## config.mk

```make
export PLATFORM = sky130hd
export DESIGN_NAME = systolic_feeder
export DESIGN_NICKNAME = d
export VERILOG_FILES = /design/src/rtl/systolic_feeder.sv
export SDC_FILE = /design/constraint.sdc
export NUM_CORES = 1
export LEC_CHECK = 0
export ABC_AREA = 1
export CORE_AREA = 10 10 186 118
export CTS_CLUSTER_DIAMETER = 120
export DETAILED_ROUTE_END_ITERATION = 12
export DIE_AREA = 0 0 196 128
export DONT_BUFFER_PORTS = 1
export PLACE_DENSITY_LB_ADDON = 0.3
export SYNTH_ARGS = -nofsm -noshare
export SYNTH_HDL_FRONTEND = slang
export SYNTH_SLANG_ARGS = --single-unit
```

## constraint.sdc

```tcl
create_clock -name clk -period 1.5 [get_ports clk]
set_input_delay 0.225 -clock clk [delete_from_list [all_inputs] [get_ports clk]]
set_output_delay 0.225 -clock clk [all_outputs]
set_load 0.01 [all_outputs]
```

## src/rtl/systolic_feeder.sv

```systemverilog
// Edge feeder for an output-stationary systolic MAC array: buffers one N x N tile, then streams it
// with diagonal skew. Optional macro FEEDER_TRANSPOSE_EN streams the buffered vectors transposed.
module systolic_feeder #(
  parameter int data_size = 8,
  parameter int N         = 4
) (
  input  logic                   clk,
  input  logic                   reset,
  input  logic                   wr_en,
  input  logic [N*data_size-1:0] wr_data,
  output logic                   wr_ready,
  input  logic                   start,
  output logic                   busy,
  output logic [N*data_size-1:0] feed_out,
  output logic                   mac_clear,
  output logic                   done
);

  localparam int PW = $clog2(N + 1);
  localparam int CW = $clog2(2 * N - 1);
  localparam logic [PW-1:0] FULL   = PW'(N);
  localparam logic [CW-1:0] LAST_T = CW'(2 * N - 2);
  localparam logic [CW-1:0] LAST_D = CW'(N);

  typedef enum logic [1:0] {IDLE, STREAM, DRAIN} state_t;

  state_t                 state, state_nxt;
  logic [PW-1:0]          wr_ptr, wr_ptr_nxt;
  logic [CW-1:0]          step, step_nxt;
  logic [N*data_size-1:0] tile_mem [N];
  logic [N*data_size-1:0] skew_vec;
  logic                   start_ok, write_ok, drain_end;

  // A start only counts against a completely filled buffer, sampled before any same-cycle write.
  assign start_ok  = (state == IDLE) && start && (wr_ptr == FULL);
  assign write_ok  = (state == IDLE) && wr_en && (wr_ptr < FULL);
  assign drain_end = (state == DRAIN) && (step == LAST_D);

  // NOTE: sequential state uses non-blocking assignments so every flop samples pre-edge values.
  always_ff @(posedge clk or negedge reset) begin
    if (!reset) state <= IDLE;
    else        state <= state_nxt;
  end

  always_comb begin
    state_nxt = state;
    unique case (state)
      IDLE:    if (start_ok)       state_nxt = STREAM;
      STREAM:  if (step == LAST_T) state_nxt = DRAIN;
      DRAIN:   if (drain_end)      state_nxt = IDLE;
      default:                     state_nxt = IDLE;
    endcase
  end

  // NOTE: every comb output gets a default up front so no path can leave it unassigned (no latch).
  always_comb begin
    step_nxt   = '0;
    wr_ptr_nxt = wr_ptr;
    unique case (state)
      IDLE:   if (write_ok) wr_ptr_nxt = wr_ptr + PW'(1);
      STREAM: step_nxt = (step == LAST_T) ? '0 : step + CW'(1);
      DRAIN: begin
        if (drain_end) wr_ptr_nxt = '0;
        else           step_nxt   = step + CW'(1);
      end
      default: ;
    endcase
  end

  // Step t places vector r's lane i on lane i when r + i == t; everything else is zero padding.
  always_comb begin
    skew_vec = '0;
    if (state == STREAM) begin
      for (int i = 0; i < N; i++) begin
        for (int r = 0; r < N; r++) begin
          if (r + i == int'(step)) begin
`ifdef FEEDER_TRANSPOSE_EN
            skew_vec[i*data_size +: data_size] = tile_mem[i][r*data_size +: data_size];
`else
            skew_vec[i*data_size +: data_size] = tile_mem[r][i*data_size +: data_size];
`endif
          end
        end
      end
    end
  end

  // NOTE: the tile buffer is cleared on reset so an aborted tile never leaks into a later stream.
  always_ff @(posedge clk or negedge reset) begin
    if (!reset) begin
      for (int k = 0; k < N; k++) tile_mem[k] <= '0;
    end else begin
      for (int k = 0; k < N; k++)
        if (write_ok && (wr_ptr == PW'(k))) tile_mem[k] <= wr_data;
    end
  end

  always_ff @(posedge clk or negedge reset) begin
    if (!reset) begin
      wr_ptr    <= '0;
      step      <= '0;
      feed_out  <= '0;
      mac_clear <= 1'b0;
      done      <= 1'b0;
      busy      <= 1'b0;
      wr_ready  <= 1'b1;
    end else begin
      wr_ptr    <= wr_ptr_nxt;
      step      <= step_nxt;
      feed_out  <= skew_vec;
      mac_clear <= start_ok;
      done      <= drain_end;
      busy      <= (state_nxt != IDLE);
      wr_ready  <= (state_nxt == IDLE) && (wr_ptr_nxt < FULL);
    end
  end

endmodule

```

==> impl_metrics.ini <==
[synth]
synth_ff_type = dfrtp_1
synth.top_cell.area_share = 0.559
yosysTopAreaCell = dfrtp_1
yosysMostFrequentCell = nand2_1
ys_warn_count = 0
synth_area_um2 = 7650
syn_inst = 828
yosysSeqAreaShare = 0.563
synth_cell_types = 26
syn_nets = 878
synth-edff-count = 0
synth_area_leaders = dfrtp_1 56%, nand2_1 12%, o21ai_1 5.8%
synthArstFlopShare = 1.00
ys_top_cells_by_count = 243 x nand2_1, 171 x dfrtp_1, 89 x o21ai_1
syn_area_per_cell_um2 = 9.24
synth-seq-cells = 172

[place]
gp_congestion = 0.767
place_ws_ns = -0.215
port_buffers = 0
dpl.cell_count = 1080
hpwl_mm = 11.6

[setup_path]
slowest_stage = dfrtp_1
reg2reg_depth = 9
cp.arrival_ns = 1.94
path_cells = inv_2, ha_4, nand2_4, nor2_8, buf_12, nand2_8, clkbuf_16, nand2_2, o21ai_1
path_max_fanout = 9
cpPeakStageDelay_ns = 0.40
crit_required_ns = 1.82
critPathKind = flop to flop
endpoint_kind = flop
reg2reg_from = state[0]
startpoint = state[0]
worstSetupStartpointType = flop

[grt]
grt.overflow.total = 0
met1_usage = 0.209
grt_max_degree = 173
grt_pass1_vias = 5327
antenna_found_initial = 0
grt_util_met2 = 0.199
grt_pass1_wl_mm = 29.2
grt_usage = 0.144
busiest_layer = met1
grtUsageMet3 = 0.0509

[cells_and_area]
fin_util = 0.579
n_fill_cell = 1530
antenna_cells = 0
final-instance-count-excl-fill = 1167
nets = 958
layout-drive-gt1-share = 0.432
area_growth_pct = 41.0

[floorplan]
dieArea_um2 = 25100
coreArea_um2 = 18600
rows = 39
die_x_um = 196
die_h_um = 128
start_util = 0.410
io_pins = 72

[routing]
wire_per_inst_um = 21.3
vias_per_cell = 5.48
dr.first_iter.drc_count = 653
vias = 6398
antenna_left = 0
dr.pass1.iters = 5
drt_wl_total_mm = 24.9
drc = 0

[pwr]
ir_drop_v = 0.000870
p_per_area_nw_per_um2 = 1190
leakage_uw = 0.00507

[sta]
rsz0062_at_grt = yes
slew_headroom = 0.762
slew_viol_final = 0
fin_crit_ns = 1.62
worst_slack_ns = -0.125
finClkSkew_ns = 0.00972
setup_viol = 147
hold_violations = 172
timing.fmax_mhz = 615
post-route-period-util = 1.08
worst_hold_slack_ns = -0.527
fin_setup_tns_ns = -8.77
worstMarginPinSlew_ns = 0.357

[clock_tree]
clock_path_buffers = 2
ctsHoldBuffers = 3
cts_tree = yes
htreeDepth = 4
clk_pin_slew_worst_paths_ns = 0.07
clk_latency_ns = 0.44
clkSinkCount = 172
cts-root-buf = clkbuf_16
cts_buffers = 17

[run_status]
failed_checks = negative hold slack, negative setup slack
status = finished with violations

[flow_run]
maxCapViolCount = 0

[min_path]
hold_class = primary input to async pin
==> kinds of logic (layout without fill, tap and decap cells) <==
kind of cell | count (synthesis) | count (layout) | synth area share
adder cells (fa/ha/maj) | 14 | 14 | 0.0229
buffers and inverters | 106 | 196 | 0.0785
AND/OR/NAND/NOR | 322 | 325 | 0.173
flip-flops | 172 | 172 | 0.563
AO/OA/AOI/OAI | 214 | 214 | 0.163
==> layer usage <==
layer,vias up,share of wire
li1,2896,-
met1,3211,0.48
met2,263,0.42
met3,28,0.086
met4,0,0.014
met5,-,0
==> placed cells by master, fill, tap and decap left out, drive strengths merged <==
cell | netlist | routed
bufinv | 0 | 1
clkinv | 0 | 6
dlygate4sd3 | 0 | 3
buf | 35 | 78
ha | 14 | 14
a21boi | 1 | 1
inv | 62 | 63
nor2 | 31 | 31
o21ai | 165 | 165
o31ai | 1 | 1
nand4 | 1 | 1
dfstp | 1 | 1
clkbuf | 9 | 41
nand2 | 249 | 252
o211ai | 9 | 9
dfrtp | 171 | 171
a21oi | 38 | 38
nand3 | 41 | 41
clkinvlp | 0 | 4
==> registers in the layout, summed over array words and instances, names as in the netlist <==
signal	cells
tile_mem	128
mac_clear	1
done	1
wr_ptr	3
step	3
feed_out	32
wr_ready	1
busy	1
state	2
==> stage by stage <==
| stage | total power [µW] | hold slack, ns | instance area (µm²) |
|---|---|---|---|
| final | 12800 | -0.527 | 10800 |
| after global routing | 13400 | -0.546 | 10800 |
| after CTS | 11900 | -0.526 | 8940 |
| after detailed placement | 7490 | -0.0651 | 8160 |
| after global placement | 7470 | -0.0651 | 8160 |
| after floorplan | 6850 | -0.0706 | 7660 |
==> cell type report <==
type / instances / area [µm²] / share of cell area
Sequential cell: 172 / 4310 / 0.399
Clock buffer: 20 / 447 / 0.0414
Multi-Input combinational cell: 553 / 3850 / 0.357
Tap cell: 246 / 308 / 0.0285
Timing Repair Buffer: 102 / 1510 / 0.140
Inverter: 62 / 250 / 0.0232
Clock inverter: 12 / 116 / 0.0108
==> path summary, 6_finish.rpt <==
path                                 end  slack, ns
setup / recovery           tile_mem[125]      -0.12
hold reg to reg             tile_mem[60]       0.49
setup reg to reg           tile_mem[125]      -0.12
max in group asynchronous       wr_ready       1.73
min in group clk            tile_mem[26]       0.01
hold / removal               feed_out[9]      -0.53
==> worst max-delay path, delay by kind of cell, from the launching register on <==
family                     cells  cell delay (ns)
adders and majority gates      1             0.17
DFF                            1             0.40
AOI/OAI and AO/OA              1             0.06
and+or+nand+nor                4             0.38
buffers and inverters          3             0.49
==> power by group <==
part / internal, µW / switching, µW
clock: 2350 / 1950
combinational: 1250 / 1520
sequential: 5240 / 548
==> timing repair <==
action | in CTS | in global routing
pin swaps | 6 | 22
hold endpoints to repair | 175 | 172
endpoints found under the setup margin | 34 | 167
setup buffers | 8 | 9
cloned | 1 | 34
gates resized for setup | 28 | 299
Note: power is estimated with default switching activity, not from simulation.
